`src/rtl/fb_pixel_loader.sv`:
```
// Frame-buffer fill stage: packs an R,G,B byte stream into 24-bit words and writes them linearly.
// Optional running byte checksum is built only when FB_LOADER_CHECKSUM_EN is defined.
module fb_pixel_loader #(
    parameter int BRAM_WIDTH     = 24,
    parameter int BRAM_ADDR_BITS = 20,
    parameter int HDISPLAY       = 1024,
    parameter int VDISPLAY       = 768
) (
    input  logic                      clk,
    input  logic                      rst_n,
    input  logic                      start,
    input  logic [7:0]                s_data,
    input  logic                      s_valid,
    output logic                      s_ready,
    output logic                      ram_enable,
    output logic                      write_enable,
    output logic [BRAM_ADDR_BITS-1:0] address,
    output logic [BRAM_WIDTH-1:0]     input_data,
    output logic                      busy,
    output logic                      frame_done,
    output logic [7:0]                checksum
);

    localparam int TOTAL = HDISPLAY * VDISPLAY;
    localparam logic [BRAM_ADDR_BITS-1:0] LAST_PIX = BRAM_ADDR_BITS'(TOTAL - 1);

    typedef enum logic [1:0] {IDLE, LOAD, WRITE, DONE} state_t;

    state_t                    state;
    logic [BRAM_ADDR_BITS-1:0] pix_cnt;
    logic [1:0]                byte_idx;
    logic [15:0]               pix_rg;
    logic                      xfer;

    assign xfer = s_valid && s_ready;

    // Scan-out reads R in the low byte, B in the high byte.
    function automatic logic [BRAM_WIDTH-1:0] pack_rgb(input logic [7:0] b,
                                                       input logic [15:0] rg);
        return BRAM_WIDTH'({b, rg});
    endfunction

    always_ff @(posedge clk) begin
        if (!rst_n) begin
            state        <= IDLE;
            s_ready      <= 1'b0;
            ram_enable   <= 1'b0;
            write_enable <= 1'b0;
            address      <= '0;
            input_data   <= '0;
            busy         <= 1'b0;
            frame_done   <= 1'b0;
            pix_cnt      <= '0;
            byte_idx     <= '0;
            pix_rg       <= '0;
        end else begin
            ram_enable   <= 1'b0;
            write_enable <= 1'b0;
            frame_done   <= 1'b0;
            unique case (state)
                IDLE: begin
                    if (start) begin
                        state    <= LOAD;
                        s_ready  <= 1'b1;
                        busy     <= 1'b1;
                        pix_cnt  <= '0;
                        byte_idx <= '0;
                    end
                end
                LOAD: begin
                    if (xfer) begin
                        unique case (byte_idx)
                            2'd0: begin
                                pix_rg[7:0] <= s_data;
                                byte_idx    <= 2'd1;
                            end
                            2'd1: begin
                                pix_rg[15:8] <= s_data;
                                byte_idx     <= 2'd2;
                            end
                            default: begin
                                // Third byte goes straight into the write word.
                                byte_idx     <= '0;
                                s_ready      <= 1'b0;
                                ram_enable   <= 1'b1;
                                write_enable <= 1'b1;
                                address      <= pix_cnt;
                                input_data   <= pack_rgb(s_data, pix_rg);
                                state        <= WRITE;
                            end
                        endcase
                    end
                end
                WRITE: begin
                    if (pix_cnt == LAST_PIX) begin
                        state      <= DONE;
                        frame_done <= 1'b1;
                    end else begin
                        pix_cnt <= pix_cnt + 1'b1;
                        s_ready <= 1'b1;
                        state   <= LOAD;
                    end
                end
                DONE: begin
                    busy  <= 1'b0;
                    state <= IDLE;
                end
                default: state <= IDLE;
            endcase
        end
    end

`ifdef FB_LOADER_CHECKSUM_EN
    function automatic logic [7:0] csum_add(input logic [7:0] acc, input logic [7:0] b);
        return acc + b;
    endfunction

    always_ff @(posedge clk) begin
        if (!rst_n) begin
            checksum <= 8'h00;
        end else if (state == IDLE && start) begin
            checksum <= 8'h00;
        end else if (xfer) begin
            checksum <= csum_add(checksum, s_data);
        end
    end
`else
    assign checksum = 8'h00;
`endif

endmodule

```
`config.mk`:
```
export PLATFORM = sky130hd
export DESIGN_NAME = fb_pixel_loader
export DESIGN_NICKNAME = d
export VERILOG_FILES = /design/src/rtl/fb_pixel_loader.sv
export SDC_FILE = /design/constraint.sdc
export NUM_CORES = 1
export LEC_CHECK = 0
export ABC_AREA = 1
export BUFFER_PORTS_ARGS = -buffer_cell sky130_fd_sc_hd__buf_2
export CORE_UTILIZATION = 55
export CTS_CLUSTER_SIZE = 40
export DETAILED_ROUTE_END_ITERATION = 12
export GPL_ROUTABILITY_DRIVEN = 1
export PLACE_DENSITY = 0.79
export SLEW_MARGIN = 20
export SYNTH_ARGS = -nofsm -noshare
export SYNTH_HDL_FRONTEND = slang
export SYNTH_SLANG_ARGS = --single-unit
```
`constraint.sdc`:
```
create_clock -name clk -period 2.36 [get_ports clk]
set_clock_uncertainty 0.05 [all_clocks]
set_input_delay 0.118 -clock clk [delete_from_list [all_inputs] [get_ports clk]]
set_output_delay 0.118 -clock clk [all_outputs]
set_load 0.03 [all_outputs]
```
# Word-level counts from Yosys, hierarchy flattened
# Cells that the tools add are included.
totals:
  register_bits: 88
  latch_bits: 0
  mem_bits_rw: 0
  mem_bits_ro: 0
  input_bits: 12
  out_inout_bits: 57
  word_cells: 60
  n_memories: 0
classes:
  add_sub_neg: 1
  n_mul: 0
  n_div: 0
  magnitude_cmp: 0
  eq_ne: 9
  n_shift: 0
  mux: 20
  bitwise_logic: 1
  n_reduce_logical: 18
ops:
  columns: ["operator", "n"]
  rows:
  - ["two-way mux 20 bit", 2]
  - ["case mux 20 bit (2 select lines)", 1]
  - ["AND reduction 3 bit", 7]
  - ["adder 20 x 1 -> 20 bit, second input constant", 1]
  - ["equality test 20 bit, second input constant", 1]
  - ["two-way mux 2 bit", 6]
  - ["inequality test 2 bit, second input constant", 4]
  - ["case mux 2 bit (2 select lines)", 2]
  - ["case mux 2 bit (4 select lines)", 1]
  - ["two-way mux 1 bit", 6]
  - ["nonzero test 2 bit", 3]
  - ["AND reduction 5 bit", 1]
  - ["equality test 2 x 1 -> 1 bit, second input constant", 2]
  - ["equality test 2 bit, second input constant", 2]
  - ["logical NOT 2 bit", 2]
  - ["AND reduction 2 bit", 2]
  - ["case mux 1 bit (3 select lines)", 1]
  - ["nonzero test 3 bit", 1]
  - ["case mux 1 bit (2 select lines)", 1]
  - ["OR reduction 2 bit", 1]
  - ["logical AND 1 bit", 1]
  - ["inverter 1 bit", 1]

# Depth between registers and ports, before layout
# Gate-level depths: netlist (run 1).
logic_depth:
  ltp_word: 5
  mapped_depth: 11
  ltp_nobuf: 11

# Worst setup path after synthesis (run 1)
# No wires, ideal clock.
synth_path:
  path_type: "flip-flop to flip-flop"
  start: "register pix_cnt[1]"
  end: "register pix_cnt[18]"
  setup_ps: 119
  arrival_time_ps: 1469
  t_required_ps: 2191
  path_slack_ps: 722
  path_stages_with_launch: 12
  path_buffers: 1
  synth_period_minus_slack_ps: 1638
  cell_sequence: "dfxtp_1 -> ha_1 -> nand2_1 -> nor2_4 -> nand2_4 -> nor2_8 -> nand3_4 -> buf_6 -> nand2_1 -> inv_2 -> nand3_1 -> o21ai_1"
synth_via:
  elab_chain_len: 3
  word_cells_on_any_way: 6
  cone_classes: "add/sub: 1; eq/ne: 2; mux: 2; reduce/logical: 1"
synth_lines:
  columns: ["item", "line_no", "text"]
  rows:
  - ["start, declared", "30", "logic [BRAM_ADDR_BITS-1:0] pix_cnt;"]
  - ["start signal, assigned", "99", "pix_cnt <= pix_cnt + 1'b1;"]
  - ["adder 20 x 1 -> 20 bit / equality test 20 bit (equally long branches)", "99, 95", null]
  - ["two-way mux 20 bit / inequality test 2 bit (equally long branches)", null, null]
  - ["case mux 20 bit (2 select lines) / AND reduction 3 bit (equally long branches)", null, null]
# Several ways; a longest one is shown, not always the timed one. The select of a mux whose other input is x is not followed.
# A chain may end at the register's enable or synchronous reset.

# Final worst setup path (run 1)
layout_path:
  start: "register pix_cnt[1]"
  end: "register pix_cnt[8]"
# Same word-level chain as after synthesis.

==> flow_summary.ini, run 1 <==
[timing]
fmax_ghz = 0.504
setup_violations = 0
finalCritPeriodShare_pct = 84.1
totalNegativeSetupSlack_ps = 0
final-hold-violation-count = 0
maxSlewHeadroom_pct = 63.2
slew_viol_final = 0
rsz0062_at_grt = no
tightestPinTransition_ps = 552
finalCriticalPeriod_ps = 1990

[grt]
gr-total-overflow = 0
grt_pass1_wl_mm = 13.9
antenna_found_initial = 0
grt_start_max_net_pins = 69
grt_pass1_vias = 3056
grt_usage_pct = 24.8

[cells_and_area]
register_area_sq_mm = 0.00176
fill_cells = 549
final_nets = 553
area_delta_synth_final_pct = 16.6
drive_gt1_share_pct = 19.4
antenna_cells = 0
multiInputGateArea_sq_mm = 0.00157

[logic_synthesis]
syn_avg_cell_area_sq_um = 7.64
yosysMostFrequentCell = dfxtp_1
synthesis.area_sq_mm = 0.00364
synth_top_area_share_pct = 48.5
ys.flop_type = dfxtp_1
synth_edf_count = 0
synth_common_cells = 88 x dfxtp_1, 86 x nor2_1, 69 x o21ai_0, 47 x nand2_1, 45 x a21oi_1
synth-seq-cells = 88
yosys-top-cells-area = dfxtp_1 48%, o21ai_0 9.5%, nor2_1 8.9%
synthDistinctLibCells = 37
yosysSeqAreaShare_pct = 48.5
async_flop_share_pct = 0
synth_top_area_cell = dfxtp_1
ys_warn_count = 0
syn_inst = 476

[worst_setup_path]
r2r_start = pix_cnt[1]
ff2ff_setup_slack_ps = 370
cp-startpoint = pix_cnt[1]
worstPathRequired_ps = 2610
critPathArrivalTime_ps = 2240
worstSetupPathType = reg2reg
worstSetupStartpointType = flip-flop
crit_fanout = 17
r2r_cells = 10
r2r-end = pix_cnt[8]
crit_path_end_kind = flip-flop

[worst_hold_path]
hold_depth = 5
hp-class = in2reg
hold_start = start
min_to = busy

[power_and_ir_drop]
power_frac_clock_pct = 39.7
internal-power_mw = 2.08
p_leak_nw = 1.83
switching_share_pct = 24.8
comb_power_share_pct = 5.9
seqPwrFrac_pct = 54.5
switching_power_uw = 683
power_density_mw_per_mm2 = 651
vdd_ir_drop_max_uv = 532
finalPower_mw = 2.76

[clock_network]
cts_tree = done
cts_made_buffers = 9
cts_resized = 0
cts.sink_count = 88
clk_latency_ps = 360
clock-root-buffer = clkbuf_8
clockBufferDepth = 2
htree_levels = 3
postCtsSetupBuffers = 0
clk_pin_slew_worst_paths_ps = 90

[flow_run]
drv_cap = 0

[detailed_routing]
dr.pass1.iters = 4
via_per_inst = 5.30
wire_per_inst_um = 13.2
vias = 3297
wirelength_mm = 8.22
drcViolationCount = 0
ant_nets = 0
initialDrtViolationCount = 220

[place]
dpl.hpwl_mm = 5.68
place.gp.congestion = 0.986
port_buffers = 60

[die]
initial_core_util_pct = 57.3
coreArea_sq_mm = 0.00635
die_y_um = 83.3
die_x_um = 83.3
ios = 69
die_area_sq_mm = 0.00694
rows = 29

[run_status]
status = completed
logic make-up (layout without fill, tap and decap cells):
group           count (synthesis)  in the layout  synth area share (%)
other cells                     1              8                 0.103
flops                          88             88                  48.5
simple gates                  183            183                  23.1
xor+xnor                        2              2                 0.482
compound gates                129            129                  18.4
fa+ha+maj                       1              1                 0.344
buf+inv                        72            134                  9.08
registers in the layout (all words and copies together), names as in the netlist:
register	count
frame_done	1
busy	1
pix_rg	16
write_enable	1
input_data	24
s_ready	1
state	2
address	20
byte_idx	2
pix_cnt	20
critical path: stages (launching register included):
cell	delay (ps)
dfxtp_1	380
ha_1	240
nand2_1	110
nor2_4	170
nand2_4	90
nor2_8	110
nand3_4	160
nand2_4	240
nand2_2	150
nand2_1	100
o21a_1	110
power groups by stage:
stage,Sequential (mW),Clock [mW],Combinational (mW)
2_1_floorplan,1.54,0,0.115
3_5_place_dp,1.54,0,0.148
4_1_cts,1.50,1.11,0.159
3_3_place_gp,1.54,0,0.146
5_1_grt,1.51,1.17,0.178
6_report,1.50,1.09,0.162
repair_timing:
item                                    in CTS  in global routing
hold endpoints to repair                    10                  0
endpoints found under the setup margin       0                  0
hold buffers                                 8                  0
routing by layer:
layer | track usage [%] | wire length, um
met5 | 0 | 0
met3 | 6.26 | 538
met1 | 33.5 | 3850
met4 | 7.99 | 112
met2 | 39.0 | 3720
cell type report:
class,count,area share [%]
Sequential cell,88,41.6
Timing Repair Buffer,76,10.4
Multi-Input combinational cell,323,37.1
Clock buffer,10,3.25
Tap cell,77,2.27
Clock inverter,6,1.74
Inverter,42,3.72
stage by stage:
| step | util (%) | instances | setup slack, ps | hold slack, ps | area (sq um) |
|---|---|---|---|---|---|
| 4_1_cts | 66.7 | 622 | 366 | 131 | 4240 |
| 6_report | 66.7 | 622 | 374 | 143 | 4240 |
| 5_1_grt | 66.7 | 622 | 214 | 163 | 4240 |
| 3_5_place_dp | 62.1 | 598 | 404 | 325 | 3950 |
| 2_1_floorplan | - | 483 | 722 | 203 | 3660 |
| 3_3_place_gp | 62.1 | 598 | 482 | 320 | 3950 |
cells in the final DEF (no fill, tap or decap), types with 6 or more instances in the layout:
cell,synthesis,routed
dfxtp_1,88,88
nor2_1,86,86
o21ai_0,69,69
buf_2,6,60
nand2_1,47,47
a21oi_1,45,45
inv_1,37,37
nand3_1,18,18
nand4_1,13,13
clkbuf_8,0,10
conb_1,1,8
dlygate4sd3_1,0,8
buf_4,9,8
o21ai_1,6,6
how the worst max path moves through the flow:
stage / endpoint / slack, ps / cells after the start
final: pix_cnt[8] / 370 / 10
after global routing: pix_cnt[15] / 210 / 11
after CTS: pix_cnt[8] / 370 / 10
after detailed placement: pix_cnt[8] / 400 / 10
after global placement: pix_cnt[8] / 480 / 10
after floorplan: pix_cnt[18] / 720 / 11
Note: power is estimated with default switching activity, not from simulation.
==> run 2: changes to the inputs <==
- clock period: 2.36 -> 1.85 ns (I/O delays scaled with it)
==> run 2 against run 1 <==
  * Clock power rose by 28%
  * Register-to-register slack got worse by 270 ps
  * Die area did not move
  * Count of clock-buffer cells in the layout fell by 1
  * Final area rose by 1.6%
  * Worst setup slack got worse by 270 ps
  * Fmax rose by 14%
  * Sequential cell count did not move
  * Critical path depth did not move
  * Routed wire length rose by 0.95%
  * Critical path type unchanged
  * Critical endpoint unchanged
  * Largest power group unchanged
==> flow_summary.ini, run 2 (same netlist as run 1, synthesis figures left out) <==
[worst_setup_path]
critPathArrivalTime_ps = 2010
cp-startpoint = pix_cnt[1]
worstSetupPathType = reg2reg
worstPathRequired_ps = 2110
worstSetupStartpointType = flip-flop
r2r_start = pix_cnt[1]
ff2ff_setup_slack_ps = 110
r2r_cells = 10
crit_fanout = 17
crit_path_end_kind = flip-flop
r2r-end = pix_cnt[8]

[cells_and_area]
final_nets = 557
antenna_cells = 0
top_register = input_data
drive_gt1_share_pct = 20.6
register_area_sq_mm = 0.00176
area_delta_synth_final_pct = 18.4
final_core_util_pct = 67.8
final_cells = 626
multiInputGateArea_sq_mm = 0.00158
fill_cells = 555
largest_register_ff_count = 24
reg_top3 = input_data (24), address (20), pix_cnt (20)
fin_area_sq_mm = 0.00431
layout_common_cells = 86 x nor2_1, 86 x dfxtp_1, 69 x o21ai_0

[clock_network]
cts_tree = done
clockBufferDepth = 2
htree_levels = 3
clock-root-buffer = clkbuf_8
clk_pin_slew_worst_paths_ps = 100
cts_made_buffers = 9
clk_latency_ps = 360
cts.sink_count = 88

[worst_hold_path]
min_to = busy
hp-class = in2reg
hold_depth = 5
hold_start = start

[power_and_ir_drop]
comb_power_share_pct = 6.2
switching_power_uw = 910
p_leak_nw = 1.86
switching_share_pct = 25.7
power_density_mw_per_mm2 = 823
power_frac_clock_pct = 39.6
internal-power_mw = 2.63
seqPwrFrac_pct = 54.1
finalPower_mw = 3.54
vdd_ir_drop_max_uv = 626

[grt]
grt_pass1_vias = 2814
grt_start_max_net_pins = 69
gr-total-overflow = 0
grt_usage_pct = 24.7
grt_pass1_wl_mm = 13.6
antenna_found_initial = 0

[place]
dpl.hpwl_mm = 5.76
pre_cts_slack_ps = 78.8
dp.cells = 602
port_buffers = 60
place.gp.congestion = 0.878
place_area_sq_mm = 0.00400

[detailed_routing]
wirelength_mm = 8.30
vias = 3342
dr.pass1.iters = 5
initialDrtViolationCount = 263
ant_nets = 0
wire_per_inst_um = 13.3
via_per_inst = 5.34
drcViolationCount = 0

[die]
die_y_um = 83.3
coreArea_sq_mm = 0.00635
die_x_um = 83.3
ios = 69
die_area_sq_mm = 0.00694
rows = 29
initial_core_util_pct = 57.3

[timing]
final-hold-violation-count = 0
totalNegativeSetupSlack_ps = 0
finalCritPeriodShare_pct = 94.3
finalCriticalPeriod_ps = 1740
setup_violations = 0
slew_viol_final = 0
setup_slack_ps = 105
fmax_ghz = 0.573
holdWs_ps = 112

[run_status]
status = completed

[flow_run]
drv_cap = 0
==> run 2: cell types whose count changed in the layout (fill, tap and decap cells not counted), sizes merged <==
cell      delta
buf          +4
clkbuf       -1
clkinvlp     -1
inv          +2
==> run 2: layer usage <==
layer | track usage (%) | vias up | share of wire, %
met5 | 0 | - | 0
met4 | 9.40 | 0 | 1.5
met3 | 5.57 | 17 | 5.6
met2 | 37.3 | 120 | 45
met1 | 34.6 | 1518 | 48
li1 | - | 1687 | -
==> run 2: worst max-delay path, cell delays in order, from the launching register on <==
cell and delay (ps):
dfxtp_2 370, ha_1 180, nand2_1 90, nor2_4 190, nand2_4 90, nor2_8 120, nand3_4 110, nand2_8 160
nand2_2 130, nand2_1 90, o21a_1 120
==> run 2: what timing repair did <==
item                                    4_1_cts  5_1_grt
endpoints found under the hold margin        15        0
setup buffers                                 0        0
gates resized for setup                       0        4
hold buffers                                  8        0
endpoints found under the setup margin        0        8
==> run 2: cell type report <==
| type | instances | share of cell area, % |
|---|---|---|
| clock buffers | 9 | 2.88 |
| inverters | 42 | 3.66 |
| repair buffers | 80 | 11.5 |
| multi-input cells | 323 | 36.8 |
| well taps | 77 | 2.24 |
| clock inverters | 7 | 2.00 |
| flip-flops and latches | 88 | 41.0 |
==> run 2: worst max-delay path by stage <==
stage / to / depth (start not counted)
2_1_floorplan: pix_cnt[18] / 11
3_3_place_gp: pix_cnt[8] / 10
3_5_place_dp: pix_cnt[8] / 10
4_1_cts: pix_cnt[8] / 10
5_1_grt: pix_cnt[8] / 10
6_report: pix_cnt[8] / 10
==> run 2: power groups by stage <==
stage	clock (mW)	combinational [mW]	sequential, mW
finish	1.40	0.221	1.92
global route	1.51	0.242	1.92
detailed placement	0	0.200	1.96
CTS	1.43	0.214	1.92
global placement	0	0.196	1.96
floorplan	0	0.147	1.97
==> run 3: changes to the inputs <==
==> constraint.sdc (replaced) <==
create_clock -name clk -period 1.85 [get_ports clk]
set_clock_uncertainty 0.05 [all_clocks]
set_input_delay 0.185 -clock clk [delete_from_list [all_inputs] [get_ports clk]]
set_output_delay 0.185 -clock clk [all_outputs]
set_load 0.03 [all_outputs]
==> run 3 against run 2 <==
  * Register-to-register slack got worse by 50 ps
  * Critical path depth did not move
  * Sequential share of layout area rose by 0.18 points
  * Routed wire length fell by 0.55%
  * Largest cell class unchanged
  * Largest power group unchanged
==> flow_summary.ini, run 3 (same netlist as run 1, synthesis figures left out) <==
[worst_setup_path]
crit_chain = ha_1, nand2_1, nor2_4, nand2_4, nor2_8, nand3_4, nand2_8, nand2_2, nand2_1, o21a_1
critical-path-top-delay-family = simple AND/OR/NAND/NOR gates
cp_common_cell = nand2_1
crit_fanout = 7
critPathArrivalTime_ps = 2060
worstSetupStartpointType = flip-flop
r2r_start = pix_cnt[1]
worstSetupPathType = reg2reg
worst_path_largest_cell_delay_ps = 370
worstPathRequired_ps = 2110
slowest_stage = dfxtp_2
critPathBufInv = 0
crit_path_end_kind = flip-flop
cp-startpoint = pix_cnt[1]

[place]
place_area_sq_mm = 0.00399
place.gp.congestion = 0.928
dpl.hpwl_mm = 5.67
port_buffers = 60

[grt]
grt_usage_pct = 24.0
grtUsageMet1_pct = 32.0
grt_pass1_wl_mm = 13.5
grt.met2_usage_pct = 39.0
met3_usage_pct = 5.57
grt_pass1_vias = 2994
grt_start_max_net_pins = 69
gr-total-overflow = 0
antenna_found_initial = 0
busiest_layer = met2

[die]
ios = 69
coreArea_sq_mm = 0.00635
die_x_um = 83.3
die_y_um = 83.3
initial_core_util_pct = 57.3
rows = 29
die_area_sq_mm = 0.00694

[worst_hold_path]
hold_start = s_data[5]
hp-class = in2reg

[cells_and_area]
reg_top3 = input_data (24), address (20), pix_cnt (20)
fin_area_sq_mm = 0.00429
antenna_cells = 0
layout_common_cells = 86 x dfxtp_1, 85 x nor2_1, 69 x o21ai_0
drive_gt1_share_pct = 21.8
largest_register_ff_count = 24
area_delta_synth_final_pct = 17.9
top_register = input_data
fill_cells = 545
final_common_cell = dfxtp_1
final_nets = 555

[detailed_routing]
drcViolationCount = 0
initialDrtViolationCount = 279
wire_per_inst_um = 13.2
via_per_inst = 5.35
ant_nets = 0
vias = 3337
dr.pass1.iters = 5
wirelength_mm = 8.26

[power_and_ir_drop]
finalPower_mw = 3.55
vdd_ir_drop_max_uv = 682
power_density_mw_per_mm2 = 829
p_leak_nw = 1.87

[run_status]
status = completed

[timing]
tightestPinTransition_ps = 558
setup_violations = 0
slew_viol_final = 0
final-hold-violation-count = 0
finalCritPeriodShare_pct = 97.0
fmax_ghz = 0.557
holdWs_ps = 33.6
finalCriticalPeriod_ps = 1800
maxSlewHeadroom_pct = 62.8

[clock_network]
cts.sink_count = 88
cts_tree = done
cts_made_buffers = 9
clock-root-buffer = clkbuf_8
clk_pin_slew_worst_paths_ps = 90
clk_latency_ps = 360
htree_levels = 3
clockBufferDepth = 2

[flow_run]
drv_cap = 0
## run 3: cell count changes in the layout (fill, tap and decap cells not counted), sizes merged
| cell | before | now |
|---|---|---|
| dlygate4sd3 | 8 | 0 |
| clkinv | 0 | 2 |
| inv | 47 | 46 |
| buf | 72 | 78 |
| clkinvlp | 1 | 0 |
## run 3: what timing repair did
action / 4_1_cts / 5_1_grt
endpoints found under the setup margin: 0 / 16
gates resized for setup: 0 / 5
hold buffers: 0 / 0
buffers inserted: 0 / 6
## run 3: area by class of cell
| type | count | area [sq um] | share of cell area [%] |
|---|---|---|---|
| sequential | 88 | 1760 | 41.1 |
| tap | 77 | 96.3 | 2.25 |
| timing repair buffer | 78 | 477 | 11.1 |
| multi-input combinational | 323 | 1580 | 36.9 |
| clock buffer | 9 | 124 | 2.89 |
| inverter | 42 | 158 | 3.68 |
| clock inverter | 7 | 87.6 | 2.04 |
## run 3: per-stage QoR
stage	worst slack, ps	TNS, ps	instances	util, %
after floorplan	212	0	483	-
after global placement	164	0	602	62.8
after detailed placement	53.4	0	602	62.8
after CTS	27.7	0	618	66.1
after global routing	-70.6	-87.8	624	67.5
final	54.9	0	624	67.5
## run 3: where the power goes
group / internal, mW / leakage, nW / switching, mW
registers: 1.91 / 0.711 / 0.00977
clock network: 0.657 / 0.108 / 0.751
logic: 0.0753 / 1.05 / 0.152
total: 2.64 / 1.87 / 0.913
## run 3: worst paths after layout
path	end	slack, ps	cells after the start
max	pix_cnt[8]	50	10
min	pix_rg[13]	30	3
max reg2reg	pix_cnt[8]	50	10
min reg2reg	input_data[1]	410	2
## run 3: worst min-delay path: cells and delay by family
kind,cells,cell delay [ps]
AND/OR/NAND/NOR,2,120
buffers and inverters,1,100
## run 3: routing by layer
metal	up-vias	share of wire, %
li1	1678	-
met1	1517	46
met2	127	45
met3	15	6.4
met4	0	1.7
met5	-	0
